===== src/rtl/uart_cmd_receive_if.sv =====
// Handshake bundle between the UART byte source / command FIFO and the
// command receiver. The receiver takes the slave view; the byte source and
// FIFO model take the master view.
`timescale 1ns/1ps
interface uart_cmd_receive_if;
  logic         rx_valid;
  logic [7:0]   rx_data;
  logic         cmd_fifo_full;
  logic         cmd_fifo_wr;
  logic [159:0] cmd_data;
  logic         hdr_err;
  logic         timeout_err;
  logic         overflow_err;
  logic [15:0]  pkt_count;
  logic [7:0]   err_count;

  modport master (
    output rx_valid, rx_data, cmd_fifo_full,
    input  cmd_fifo_wr, cmd_data, hdr_err, timeout_err, overflow_err,
           pkt_count, err_count
  );

  modport slave (
    input  rx_valid, rx_data, cmd_fifo_full,
    output cmd_fifo_wr, cmd_data, hdr_err, timeout_err, overflow_err,
           pkt_count, err_count
  );
endinterface


===== src/rtl/uart_cmd_receive.sv =====
// Frames the host UART byte stream into 160-bit command words.
// 0xFF header -> 20-byte long packet, 0xAA header -> 4-byte short packet.
// Each complete packet is written as one word into the command FIFO;
// bad headers, inter-byte timeouts and FIFO-full drops are pulsed and counted.
`timescale 1ns/1ps
module uart_cmd_receive #(
  parameter int TIMEOUT_CYCLES = 100000
) (
  input  logic clk,
  input  logic reset_n,
  uart_cmd_receive_if.slave bus
);

  localparam int TMO_W = (TIMEOUT_CYCLES > 2) ? $clog2(TIMEOUT_CYCLES) : 1;
  localparam logic [TMO_W-1:0] TMO_LAST = TMO_W'(TIMEOUT_CYCLES - 1);

  typedef enum logic {S_IDLE, S_COLLECT} state_t;

  state_t         r_state,    w_state_nxt;
  logic [159:0]   r_sr,       w_sr_nxt;
  logic [4:0]     r_rem,      w_rem_nxt;
  logic           r_long,     w_long_nxt;
  logic [TMO_W-1:0] r_tmo,    w_tmo_nxt;
  logic [159:0]   r_cmd_data, w_cmd_data_nxt;
  logic           r_wr,       w_wr;
  logic           r_hdr_err,  w_hdr_err;
  logic           r_to_err,   w_to_err;
  logic           r_ovf_err,  w_ovf_err;
  logic [15:0]    r_pkt_count;
  logic [7:0]     r_err_count;
  logic [159:0]   w_sr_shift;

  assign w_sr_shift = {r_sr[151:0], bus.rx_data};

  // Next-state and next-register computation for the framing FSM
  always_comb begin
    // NOTE: every always_comb output gets a default first, so no path can
    // leave one unassigned and infer a latch.
    w_state_nxt    = r_state;
    w_sr_nxt       = r_sr;
    w_rem_nxt      = r_rem;
    w_long_nxt     = r_long;
    w_tmo_nxt      = r_tmo;
    w_cmd_data_nxt = r_cmd_data;
    w_wr           = 1'b0;
    w_hdr_err      = 1'b0;
    w_to_err       = 1'b0;
    w_ovf_err      = 1'b0;

    case (r_state)
      S_IDLE: begin
        if (bus.rx_valid) begin
          w_tmo_nxt = '0;
          if (bus.rx_data == 8'hFF) begin
            w_sr_nxt    = {152'b0, 8'hFF};
            w_rem_nxt   = 5'd19;
            w_long_nxt  = 1'b1;
            w_state_nxt = S_COLLECT;
          end else if (bus.rx_data == 8'hAA) begin
            w_sr_nxt    = {152'b0, 8'hAA};
            w_rem_nxt   = 5'd3;
            w_long_nxt  = 1'b0;
            w_state_nxt = S_COLLECT;
          end else begin
            w_hdr_err = 1'b1;
          end
        end
      end

      S_COLLECT: begin
        if (bus.rx_valid) begin
          // Header values inside a packet are plain payload.
          w_sr_nxt  = w_sr_shift;
          w_rem_nxt = r_rem - 5'd1;
          w_tmo_nxt = '0;
          if (r_rem == 5'd1) begin
            w_state_nxt = S_IDLE;
            if (!bus.cmd_fifo_full) begin
              w_wr           = 1'b1;
              w_cmd_data_nxt = r_long ? w_sr_shift : {128'b0, w_sr_shift[31:0]};
            end else begin
              w_ovf_err = 1'b1;
            end
          end
        end else if (r_tmo == TMO_LAST) begin
          w_to_err    = 1'b1;
          w_sr_nxt    = '0;
          w_tmo_nxt   = '0;
          w_state_nxt = S_IDLE;
        end else begin
          w_tmo_nxt = r_tmo + 1'b1;
        end
      end

      default: w_state_nxt = S_IDLE;
    endcase
  end

  // State, datapath, strobe and counter registers
  always_ff @(posedge clk or negedge reset_n) begin
    if (!reset_n) begin
      r_state     <= S_IDLE;
      r_sr        <= '0;
      r_rem       <= '0;
      r_long      <= 1'b0;
      r_tmo       <= '0;
      r_cmd_data  <= '0;
      r_wr        <= 1'b0;
      r_hdr_err   <= 1'b0;
      r_to_err    <= 1'b0;
      r_ovf_err   <= 1'b0;
      r_pkt_count <= '0;
      r_err_count <= '0;
    end else begin
      // NOTE: non-blocking assignments here so every register samples the
      // pre-edge values regardless of statement order.
      r_state    <= w_state_nxt;
      r_sr       <= w_sr_nxt;
      r_rem      <= w_rem_nxt;
      r_long     <= w_long_nxt;
      r_tmo      <= w_tmo_nxt;
      r_cmd_data <= w_cmd_data_nxt;
      r_wr       <= w_wr;
      r_hdr_err  <= w_hdr_err;
      r_to_err   <= w_to_err;
      r_ovf_err  <= w_ovf_err;
      if (w_wr) r_pkt_count <= r_pkt_count + 16'd1;
      // Error sources are mutually exclusive, so at most one event per cycle.
      if ((w_hdr_err || w_to_err || w_ovf_err) && (r_err_count != 8'hFF))
        r_err_count <= r_err_count + 8'd1;
    end
  end

  assign bus.cmd_fifo_wr  = r_wr;
  assign bus.cmd_data     = r_cmd_data;
  assign bus.hdr_err      = r_hdr_err;
  assign bus.timeout_err  = r_to_err;
  assign bus.overflow_err = r_ovf_err;
  assign bus.pkt_count    = r_pkt_count;
  assign bus.err_count    = r_err_count;

endmodule


===== src/flat_wrapper.sv =====
// flat-port wrapper written by rule: the top's interface ports become plain ports
module uart_cmd_receive_flat 
#(
  parameter int TIMEOUT_CYCLES = 100000
)
  (clk, reset_n, bus_rx_valid, bus_rx_data, bus_cmd_fifo_full, bus_cmd_fifo_wr, bus_cmd_data, bus_hdr_err, bus_timeout_err, bus_overflow_err, bus_pkt_count, bus_err_count);
  uart_cmd_receive_if bus_i ();
  input  logic clk;
  input  logic reset_n;
  input wire logic [$bits(bus_i.rx_valid)-1:0] bus_rx_valid;
  input wire logic [$bits(bus_i.rx_data)-1:0] bus_rx_data;
  input wire logic [$bits(bus_i.cmd_fifo_full)-1:0] bus_cmd_fifo_full;
  output wire logic [$bits(bus_i.cmd_fifo_wr)-1:0] bus_cmd_fifo_wr;
  output wire logic [$bits(bus_i.cmd_data)-1:0] bus_cmd_data;
  output wire logic [$bits(bus_i.hdr_err)-1:0] bus_hdr_err;
  output wire logic [$bits(bus_i.timeout_err)-1:0] bus_timeout_err;
  output wire logic [$bits(bus_i.overflow_err)-1:0] bus_overflow_err;
  output wire logic [$bits(bus_i.pkt_count)-1:0] bus_pkt_count;
  output wire logic [$bits(bus_i.err_count)-1:0] bus_err_count;
  assign bus_i.rx_valid = bus_rx_valid;
  assign bus_i.rx_data = bus_rx_data;
  assign bus_i.cmd_fifo_full = bus_cmd_fifo_full;
  assign bus_cmd_fifo_wr = bus_i.cmd_fifo_wr;
  assign bus_cmd_data = bus_i.cmd_data;
  assign bus_hdr_err = bus_i.hdr_err;
  assign bus_timeout_err = bus_i.timeout_err;
  assign bus_overflow_err = bus_i.overflow_err;
  assign bus_pkt_count = bus_i.pkt_count;
  assign bus_err_count = bus_i.err_count;
  uart_cmd_receive #(.TIMEOUT_CYCLES(TIMEOUT_CYCLES)) u_core (.clk(clk), .reset_n(reset_n), .bus(bus_i));
endmodule

===== config.mk =====
export PLATFORM = sky130hd
export DESIGN_NAME = uart_cmd_receive_flat
export DESIGN_NICKNAME = d
export VERILOG_FILES = /design/src/rtl/uart_cmd_receive_if.sv /design/src/rtl/uart_cmd_receive.sv /design/src/flat_wrapper.sv
export SDC_FILE = /design/constraint.sdc
export NUM_CORES = 1
export LEC_CHECK = 0
export ABC_AREA = 1
export CORE_MARGIN = 2
export CORE_UTILIZATION = 30
export CTS_CLUSTER_DIAMETER = 60
export DETAILED_ROUTE_END_ITERATION = 8
export GPL_ROUTABILITY_DRIVEN = 0
export GPL_TIMING_DRIVEN = 0
export MAX_ROUTING_LAYER = met4
export PLACE_DENSITY = 0.58
export SYNTH_ARGS = -nofsm -noshare
export SYNTH_HDL_FRONTEND = slang
export SYNTH_SLANG_ARGS = --single-unit
export TNS_END_PERCENT = 20

===== constraint.sdc =====
create_clock -name clk -period 1.6 [get_ports clk]
set_input_delay 0.32 -clock clk [delete_from_list [all_inputs] [get_ports clk]]
set_output_delay 0.32 -clock clk [all_outputs]
set_load 0.02 [all_outputs]

==> results of run 1 <==
metal layers:
metal	GRT usage, %	part of all wire [%]	up-vias
met1	22.8	44	5857
met3	4.22	5.7	71
li1	-	-	5608
met5	-	0	-
met2	27.9	48	283
met4	4.75	2.4	0
timing repair:
action                                  CTS  global route
resized for setup                       725           160
endpoints found under the setup margin  545           490
pin swaps                                 7             7
setup buffers                            18            11
endpoints found under the hold margin    71            71
cloned                                   15             2
stage by stage:
step	util (%)	power, uW	hold slack (ns)
5_1_grt	42.4	23300	-0.248
3_3_place_gp	36.2	12200	0.473
2_1_floorplan	-	11300	0.0244
6_report	42.4	22300	-0.282
3_5_place_dp	36.4	12300	0.332
4_1_cts	42.0	22400	-0.269
flip-flops by register name (all words and copies together) (netlist names):
signal                   count
u_core.r_rem                 5
u_core.bus.cmd_data        160
u_core.r_tmo                17
u_core.r_sr                152
u_core.bus.overflow_err      1
u_core.bus.pkt_count        16
u_core.r_state               1
u_core.r_long                1
u_core.bus.cmd_fifo_wr       1
u_core.bus.hdr_err           1
u_core.bus.err_count         8
u_core.bus.timeout_err       1
final cells by class:
class	count	area, um^2
fillers	4585	27500
flip-flops and latches	364	9110
multi-input cells	878	4830
repair buffers	244	2520
clock buffers	67	1340
plain buffers	86	818
well taps	615	769
inverters	200	753
clock inverters	11	104
power by group:
part | leakage (uW) | internal, uW | switching (uW)
registers | 0.00502 | 9630 | 274
clock network | 0.000712 | 5930 | 3900
logic | 0.00360 | 902 | 1710
worst max-delay path, stage by stage, from the launching register on:
cell and delay [ns]:
dfrtp_1 0.40, clkbuf_4 0.20, inv_1 0.18, nand2_1 0.10, nand2_1 0.21, nand2_8 0.13
clkbuf_16 0.19, buf_6 0.14, o22ai_1 0.14
kinds of logic after synthesis:
logic type | Yosys count | share of synthesized area, %
simple gates | 497 | 13.8
flops | 364 | 62.8
compound gates | 350 | 13.4
buf+inv | 287 | 8.12
xor+xnor | 26 | 1.57
fa+ha+maj | 5 | 0.431
worst paths after layout:
check	startpoint	end	slack [ns]	cells past startpoint
min in group clk	bus_cmd_fifo_full	u_core.bus.overflow_err$_DFF_PN0_	0.43	3
setup reg to reg	u_core.r_state$_DFF_PN0_	u_core.r_sr[101]$_DFFE_PN0P_	-0.21	8
hold / removal	reset_n	u_core.bus.pkt_count[10]$_DFFE_PN0P_	-0.28	1
setup / recovery	u_core.r_state$_DFF_PN0_	u_core.r_sr[101]$_DFFE_PN0P_	-0.21	8
hold reg to reg	u_core.bus.cmd_data[115]$_DFFE_PN0P_	u_core.bus.cmd_data[115]$_DFFE_PN0P_	0.48	2
max in group asynchronous	reset_n	u_core.bus.err_count[7]$_DFFE_PN0P_	0.47	3
synth_stat cells:
library cell / instances
a21oi_1: 5
a31oi_1: 1
buf_2: 27
buf_6: 9
clkbuf_1: 51
dfrtp_1: 364
ha_1: 5
inv_1: 199
inv_2: 1
nand2_1: 394
nand2_2: 2
nand3_1: 42
nand3_2: 1
nand3_4: 1
nand4_1: 11
nor2_1: 34
nor3_1: 10
nor3_4: 1
nor4_1: 1
o211ai_1: 2
o21ai_0: 198
o21ai_1: 1
o21bai_1: 1
o22ai_1: 142
xnor2_1: 8
xor2_1: 18
==> metrics.yaml, run 1 <==
clocking:
  cts.root.buffer_cell: "clkbuf_16"
  clock_sinks: 364
  htree_levels: 2
  clk_pin_slew_ns: 0.06
  cts_max_path_buffers: 3
  numCtsBuffers: 43
  cts_tree: "yes"
  clk_latency_ns: 0.55
sta:
  relSlewSlack_pct: 58.6
  skew_ns: 0.0149
  post-route-period-util_pct: 113
  drv_slew: 0
  period_needed_ns: 1.81
  fmax_ghz: 0.552
  worst_slew_pin_slew_ns: 0.621
  hold_ws_ns: -0.282
  finalHoldViolCount: 71
  fin_ws_ns: -0.211
  fin_tns_setup_ns: -26.56
  setup_viol_count_final: 317
  rsz0062_at_grt: "yes"
layout:
  stdcell_count: 2465
  finish.instance_area_mm2: 0.0203
  nNetsFinal: 1834
  final_cell_mix: "dfrtp_1, nand2_1, inv_1, o22ai_1, o21ai_1"
  layout_commonest_cell: "dfrtp_1"
  num_antenna_cells: 0
  syn_to_final_growth_pct: 39.5
  drive_gt1_share_pct: 23.4
floorplanning:
  core_mm2: 0.0477
  std_cell_rows: 80
  start_util_pct: 30.4
  io_pins: 200
  dieArea_mm2: 0.0502
  die_y_um: 224
  fp.dieW_um: 224
routing:
  drt-initial-drc-count: 774
  drt_pass1_iterations: 5
  antenna_left: 0
  vias: 11819
  wl_per_cell_um: 17.4
  routed_wl_um: 42800
  drc: 0
  routed_via_density: 4.79
pwr:
  power_density_mw_per_mm2: 1100
  p_leak_uw: 0.00933
  vdd_drop_max_mv: 0.709
placement:
  dp_hpwl_um: 28600
  pre_cts_slack_ns: -1.50
  dp.cells: 2346
  io_buffers: 199
  dpl-instance-area_mm2: 0.0174
synth:
  synthTopCellsByArea: "dfrtp_1, nand2_1, o21ai_0"
  yosysTopAreaCell: "dfrtp_1"
  yosys_warnings: 0
  syn_inst: 1529
  syn_area_mm2: 0.0145
  netlist.area_leader.share_pct: 62.8
  syn_avg_cell_area_um2: 9.49
  synth_fp_nets: 1546
  ys_types: 26
  ys_seq_area_share_pct: 62.8
  synth-seq-cells: 364
worst_setup_path:
  crit_required_ns: 2.06
  cp.arrival_ns: 2.27
  criticalPathCategory: "register to register"
  end_kind: "register"
  crit_path_max_fanout: 10
  startpoint_type: "register"
status:
  outcome: "complete, but fails checks"
  failed_checks: "hold timing, setup timing"
grt:
  track_usage_pct: 17.7
  grt_pass1_wl_um: 67200
  grt_max_degree: 119
  antenna_found_initial: 0
  gr-total-overflow: 0
  grt_pass1_vias: 11851
min_path:
  min_path_type: "input port to asynchronous set/reset pin"
run:
  cap_violations: 0
Power figures use the tool's default switching activity.
==> inputs of run 2 (changes only) <==
--- a/config.mk
+++ b/config.mk
@@ -10,10 +10,10 @@
 export CORE_UTILIZATION = 30
 export CTS_CLUSTER_DIAMETER = 60
 export DETAILED_ROUTE_END_ITERATION = 8
-export GPL_ROUTABILITY_DRIVEN = 0
+export GPL_ROUTABILITY_DRIVEN = 1
 export GPL_TIMING_DRIVEN = 0
 export MAX_ROUTING_LAYER = met4
-export PLACE_DENSITY = 0.58
+export PLACE_DENSITY_LB_ADDON = 0.08
 export SYNTH_ARGS = -nofsm -noshare
 export SYNTH_HDL_FRONTEND = slang
 export SYNTH_SLANG_ARGS = --single-unit
==> run 2 against run 1 <==
The run still ends with hold timing, setup timing left. Worst setup slack improved by 0.043 ns. Via count fell by 3.0%. Final area fell by 1.7%. Non-clock buffer count fell by 13. Clock-buffer cell count did not move. Register-to-register slack improved by 0.04 ns. Power rose by 2.8%. Clock power rose by 8%. Sequential cell count did not move. Critical path type unchanged. Critical endpoint is now u_core.bus.cmd_data[5]$_DFFE_PN0P_. Largest power group is now the clock network.
==> metrics.yaml, run 2 (same netlist as run 1, synthesis figures left out) <==
status:
  outcome: "complete, but fails checks"
  failed_checks: "hold timing, setup timing"
floorplanning:
  start_util_pct: 30.4  # unchanged
  die_y_um: 224  # unchanged
  fp.dieW_um: 224  # unchanged
  core_mm2: 0.0477  # unchanged
  io_pins: 200  # unchanged
  std_cell_rows: 80  # unchanged
  dieArea_mm2: 0.0502  # unchanged
grt:
  grt_pass1_vias: 11577  # -2.3%
  met3_usage_pct: 2.98  # -1.2 points
  track_usage_pct: 17.9  # +0.21 points
  grt_max_degree: 111  # -6.7%
  grtUsageMet1_pct: 24.5  # +1.7 points
  gr-total-overflow: 0  # unchanged
  grt_pass1_wl_um: 67700  # +0.66%
  use_met2_pct: 27.6  # -0.27 points
  antenna_found_initial: 0  # unchanged
  top_usage_layer: "met2"
worst_setup_path:
  end_kind: "register"
  path_cells: "inv_2 -> ha_4 -> nand2_4 -> nor2_4 -> nand2_4 -> buf_12 -> clkbuf_16 -> clkbuf_16 -> nand2_1 -> o21ai_0"
  cp_top_family: "buffers and inverters"
  rrSetupSlack_ns: -0.17  # +0.04 ns
  worst-path-stages: 10  # +2
  criticalPathCategory: "register to register"
  crit_path_max_fanout: 6  # -4
  r2r-end: "u_core.bus.cmd_data[5]$_DFFE_PN0P_"
  slowest_delay_ns: 0.39  # about the same
  critPathCapture: "u_core.bus.cmd_data[5]$_DFFE_PN0P_"
  critPathLaunch: "u_core.r_rem[1]$_DFFE_PN0P_"
  startpoint_type: "register"
  crit_required_ns: 2.04  # -0.02 ns
  cp.arrival_ns: 2.21  # -0.06 ns
  r2r_start: "u_core.r_rem[1]$_DFFE_PN0P_"
  worstPathBufferInverterCount: 4  # unchanged
  slowest_stage: "dfrtp_1"
  reg2reg_depth: 10  # +2
placement:
  dpl-instance-area_mm2: 0.0174  # unchanged
  dp_hpwl_um: 29800  # +4.2%
  gp_congestion: 0.803
  io_buffers: 199  # unchanged
sta:
  drv_slew: 0  # unchanged
  hold_ws_ns: -0.324  # -0.0415 ns
  skew_ns: 0.0231  # +0.00816 ns
  period_needed_ns: 1.77  # -0.0427 ns
  finalHoldViolCount: 47  # -34%
  post-route-period-util_pct: 111  # -2.7 points
  fin_ws_ns: -0.168  # +0.0427 ns
  relSlewSlack_pct: 56.3  # -2.3 points
  setup_viol_count_final: 405  # +28%
  fmax_ghz: 0.566  # +2.4%
  worst_slew_pin_slew_ns: 0.656  # +0.0349 ns
  rsz0062_at_grt: "yes"
layout:
  num_antenna_cells: 0  # unchanged
  nNetsFinal: 1823  # -0.60%
  syn_to_final_growth_pct: 37.2
  finish.instance_area_mm2: 0.0199  # -1.7%
  layout_commonest_cell: "dfrtp_1"
  largest_register_ffs: 160  # unchanged
  fill_cells: 4764  # +3.9%
  drive_gt1_share_pct: 16.3  # -7.1 points
  final_cell_mix: "dfrtp_1, nand2_1, inv_1, dlygate4sd2_1, o22ai_1"
  finalCoreUtilization_pct: 41.7  # -0.70 points
routing:
  wl_per_cell_um: 17.9  # +3.3%
  antenna_left: 0  # unchanged
  drc: 0  # unchanged
  drt_pass1_iterations: 5  # unchanged
  vias: 11461  # -3.0%
  routed_via_density: 4.67  # -2.7%
  drt-initial-drc-count: 667  # -14%
  routed_wl_um: 44000  # +2.9%
clocking:
  cts_tree: "yes"
  clk_latency_ns: 0.57  # +0.02 ns
  numCtsBuffers: 45  # +4.7%
  cts.root.buffer_cell: "clkbuf_16"
  cts_max_path_buffers: 3  # unchanged
  clock_sinks: 364  # unchanged
  htree_levels: 2  # unchanged
  clk_pin_slew_ns: 0.06  # about the same
pwr:
  p_leak_uw: 0.00950  # +1.8%
  power_density_mw_per_mm2: 1150  # +4.5%
  vdd_drop_max_mv: 0.699  # -1.3%
min_path:
  min_path_type: "input port to asynchronous set/reset pin"
run:
  cap_violations: 0  # unchanged
## run 2: cell count changes in the layout (fill, tap and decap cells not counted), moves of 4 or more
| cell | change |
|---|---|
| dlygate4sd2_1 | +67 |
| nand2_2 | -62 |
| clkdlybuf4s15_2 | -49 |
| nand2_1 | +49 |
| nand2_4 | +13 |
| buf_6 | -10 |
| o21ai_2 | -10 |
| buf_16 | -9 |
| buf_2 | -8 |
| clkbuf_16 | +8 |
| o21ai_0 | +8 |
| buf_12 | -6 |
| clkbuf_2 | -4 |
## run 2: report_power, final
group / total [uW] / internal (uW) / leakage, uW / switching, uW
Clock: 10600 / 6470 / 0.000771 / 4110
Combinational: 2510 / 838 / 0.00371 / 1680
Sequential: 9870 / 9630 / 0.00502 / 243
## run 2: per-stage QoR
stage	setup WS [ns]	instances	setup TNS, ns	hold WS [ns]	power [uW]
final	-0.168	2456	-31.89	-0.324	23000
after global routing	-0.256	2456	-67.28	-0.308	24000
after CTS	-0.157	2434	-37.15	-0.337	23100
after detailed placement	-1.48	2346	-399.18	0.271	12300
after global placement	-16.64	2343	-6437.48	0.464	12300
after floorplan	0.00221	1529	0	0.0244	11300
## run 2: area by class of cell
class	count	area (um^2)	area share (%)
tap	615	769	3.86
timing repair buffer	230	2220	11.1
multi-input combinational	878	4730	23.7
clock buffer	67	1380	6.94
buffer	87	773	3.88
sequential	364	9110	45.8
inverter	200	758	3.81
clock inverter	15	174	0.873
## run 2: worst min path at each step
stage,endpoint,start,depth (start not counted)
final,u_core.r_tmo[11]$_DFFE_PN0P_,reset_n,1
after floorplan,u_core.bus.cmd_data[0]$_DFFE_PN0P_,reset_n,0
after global routing,u_core.r_tmo[11]$_DFFE_PN0P_,reset_n,1
after CTS,u_core.r_tmo[11]$_DFFE_PN0P_,reset_n,1
after detailed placement,u_core.r_tmo[1]$_DFFE_PN0P_,reset_n,1
after global placement,u_core.bus.cmd_data[153]$_DFFE_PN0P_,u_core.bus.cmd_data[153]$_DFFE_PN0P_,2
## run 2: what timing repair did
item / in CTS / in global routing
buffers inserted: 5 / 10
gates cloned: 1 / 12
endpoints found under the hold margin: 47 / 47
gates resized for setup: 276 / 389
pin swaps: 2 / 12
setup endpoints to repair: 545 / 540
## run 2: per-layer routing
layer	up-vias	routed length, um
met1	5640	20800
met3	52	1840
met5	-	0
met4	0	753
met2	203	20600
li1	5566	-
==> inputs of run 3 (changes only) <==
--- a/config.mk
+++ b/config.mk
@@ -6,9 +6,9 @@
 export NUM_CORES = 1
 export LEC_CHECK = 0
 export ABC_AREA = 1
-export CORE_MARGIN = 2
 export CORE_UTILIZATION = 30
 export CTS_CLUSTER_DIAMETER = 60
+export CTS_CLUSTER_SIZE = 40
 export DETAILED_ROUTE_END_ITERATION = 8
 export GPL_ROUTABILITY_DRIVEN = 1
 export GPL_TIMING_DRIVEN = 0
==> run 3 against run 2 <==
Largest cell class unchanged. Combinational power is 11% higher. The flow still finishes with violations (hold timing, setup timing). Utilization is 0.66 points higher. Clock skew is 0.011 ns lower. Sequential power hardly changed. Clock-buffer cell count is 21 lower. Hold slack worse by 0.0028 ns. Largest power group is now registers. Die area is 1.8% lower.
==> metrics.yaml, run 3 (same netlist as run 1, synthesis figures left out) <==
layout:
  syn_to_final_growth_pct: 39.4
  final_cell_mix: "dfrtp_1, nand2_1, inv_1, o21ai_1, o22ai_1"
  fill_cells: 4678  # -1.8%
  drive_gt1_share_pct: 23.9  # +7.6 points
  layout_commonest_cell: "dfrtp_1"
  stdcell_count: 2454  # -0.081%
  largest_register_ffs: 160  # unchanged
  nNetsFinal: 1826  # +0.16%
placement:
  io_buffers: 199  # unchanged
  dp_hpwl_um: 29600  # -0.46%
  gp_congestion: 0.801  # -0.21%
  dp.cells: 2346  # unchanged
worst_setup_path:
  crit_path_max_fanout: 7  # +1
  crit_required_ns: 2.08  # +0.04 ns
  r2r_start: "u_core.r_rem[1]$_DFFE_PN0P_"
  r2r-end: "u_core.bus.cmd_data[66]$_DFFE_PN0P_"
  criticalPathCategory: "register to register"
  rrSetupSlack_ns: -0.23  # -0.06 ns
  critPathCapture: "u_core.bus.cmd_data[66]$_DFFE_PN0P_"
  startpoint_type: "register"
  cp.arrival_ns: 2.31  # +0.10 ns
  end_kind: "register"
  critPathLaunch: "u_core.r_rem[1]$_DFFE_PN0P_"
  reg2reg_depth: 11  # +1
grt:
  antenna_found_initial: 1  # +1
  grt_pass1_wl_um: 69000  # +2.0%
  track_usage_pct: 18.5  # +0.59 points
  gr-total-overflow: 0  # unchanged
  grt_pass1_vias: 11829  # +2.2%
  grt_max_degree: 112  # +0.90%
floorplanning:
  std_cell_rows: 80  # unchanged
  start_util_pct: 30.4  # unchanged
  dieArea_mm2: 0.0493  # -1.8%
  io_pins: 200  # unchanged
  fp.dieW_um: 222  # -0.89%
  core_mm2: 0.0477  # unchanged
  die_y_um: 222  # -0.89%
pwr:
  vdd_drop_max_mv: 0.660  # -5.5%
  p_leak_uw: 0.00892  # -6.1%
  power_density_mw_per_mm2: 1110  # -3.5%
routing:
  wl_per_cell_um: 17.9  # about the same
  antenna_left: 0  # unchanged
  routed_via_density: 4.66  # -0.10%
  drt_pass1_iterations: 5  # unchanged
  vias: 11440  # -0.18%
  routed_wl_um: 44000  # about the same
  drt-initial-drc-count: 845  # +27%
  drc: 0  # unchanged
sta:
  drv_slew: 0  # unchanged
  post-route-period-util_pct: 115  # +4.0 points
  fin_ws_ns: -0.233  # -0.0645 ns
  hold_ws_ns: -0.327  # -0.00281 ns
  fin_tns_setup_ns: -36.86  # -4.97 ns
  fmax_ghz: 0.546  # -3.5%
  setup_viol_count_final: 331  # -18%
  worst_slew_pin_slew_ns: 0.618  # -0.0373 ns
  relSlewSlack_pct: 58.8  # +2.5 points
  skew_ns: 0.0121  # -0.0110 ns
  period_needed_ns: 1.83  # +0.0645 ns
  rsz0062_at_grt: "yes"
  finalHoldViolCount: 49  # +4.3%
status:
  failed_checks: "hold timing, setup timing"
  outcome: "complete, but fails checks"
clocking:
  clock_sinks: 364  # unchanged
  htree_levels: 2  # unchanged
  clk_latency_ns: 0.56  # about the same
  clk_pin_slew_ns: 0.06  # about the same
  numCtsBuffers: 38  # -16%
  cts_tree: "yes"
  cts.root.buffer_cell: "clkbuf_16"
  cts_max_path_buffers: 3  # unchanged
run:
  cap_violations: 0  # unchanged
min_path:
  min_path_type: "input port to asynchronous set/reset pin"
run 3: changes by cell type in the layout (fill, tap and decap cells not counted), moves of 26 or more:
| cell | previous run | this run |
|---|---|---|
| clkdlybuf4s15_1 | 0 | 57 |
| clkdlybuf4s15_2 | 0 | 64 |
| o22ai_2 | 0 | 46 |
| dlygate4sd2_1 | 165 | 3 |
| o21ai_0 | 50 | 76 |
| buf_2 | 7 | 45 |
| o22ai_1 | 142 | 92 |
run 3: timing repair:
item,in CTS,in global routing
setup endpoints to repair,545,437
endpoints found under the hold margin,49,49
buffers inserted,12,10
pin swaps,6,7
gates cloned,9,8
resized for setup,694,270
run 3: through the flow:
stage,power (uW),area (um^2),hold slack [ns],utilization (%),setup slack [ns]
after global placement,12300,17300,0.464,36.2,-16.64
after floorplan,11300,14500,0.0244,-,0.00221
after global routing,23500,20200,-0.307,42.4,-0.295
final,22500,20200,-0.327,42.4,-0.233
after CTS,22400,19500,-0.343,40.8,-0.230
after detailed placement,12300,17400,0.261,36.4,-1.48
run 3: worst min-delay path by stage:
stage                                         start                                    to  slack (ns)  depth (start not counted)
2_1_floorplan                               reset_n    u_core.bus.cmd_data[0]$_DFFE_PN0P_        0.02                          0
3_3_place_gp   u_core.bus.cmd_data[153]$_DFFE_PN0P_  u_core.bus.cmd_data[153]$_DFFE_PN0P_        0.46                          2
3_5_place_dp                                reset_n  u_core.bus.pkt_count[12]$_DFFE_PN0P_        0.26                          1
4_1_cts                                     reset_n  u_core.bus.pkt_count[12]$_DFFE_PN0P_       -0.34                          1
5_1_grt                                     reset_n  u_core.bus.pkt_count[12]$_DFFE_PN0P_       -0.31                          1
6_report                                    reset_n  u_core.bus.pkt_count[12]$_DFFE_PN0P_       -0.33                          1
run 3: critical path, cell delays in order, from the launching register on:
cell and delay (ns):
dfrtp_1 0.40, inv_2 0.08, ha_4 0.15, nand2_4 0.05, nor2_4 0.13, nand2_4 0.10
buf_12 0.16, buf_12 0.13, buf_16 0.16, buf_12 0.14, clkbuf_8 0.15, o21ai_2 0.10
run 3: report_power, final:
part	internal, uW	total, uW	leakage, uW	switching (uW)
combinational	1020	2790	0.00323	1770
clock	5830	9850	0.000666	4020
sequential	9620	9870	0.00502	257
total	16500	22500	0.00892	6050
run 3: layout make-up:
class                   count  area (um^2)  share of cell area, %
well taps                 615          769                   3.80
multi-input cells         878         4920                   24.3
inverters                 200          751                   3.71
repair buffers            240         2490                   12.3
diodes                      1         2.50                 0.0124
plain buffers              87          806                   3.98
flip-flops and latches    364         9110                   45.0
clock inverters            23          303                   1.50
clock buffers              46         1070                   5.31
run 3: per-layer routing:
layer	global-route usage (%)	share of wire, %	vias to the layer above
met5	-	0	-
met4	5.60	2.1	0
met3	3.21	4.2	60
met2	28.1	47	198
met1	25.1	47	5622
li1	-	-	5560
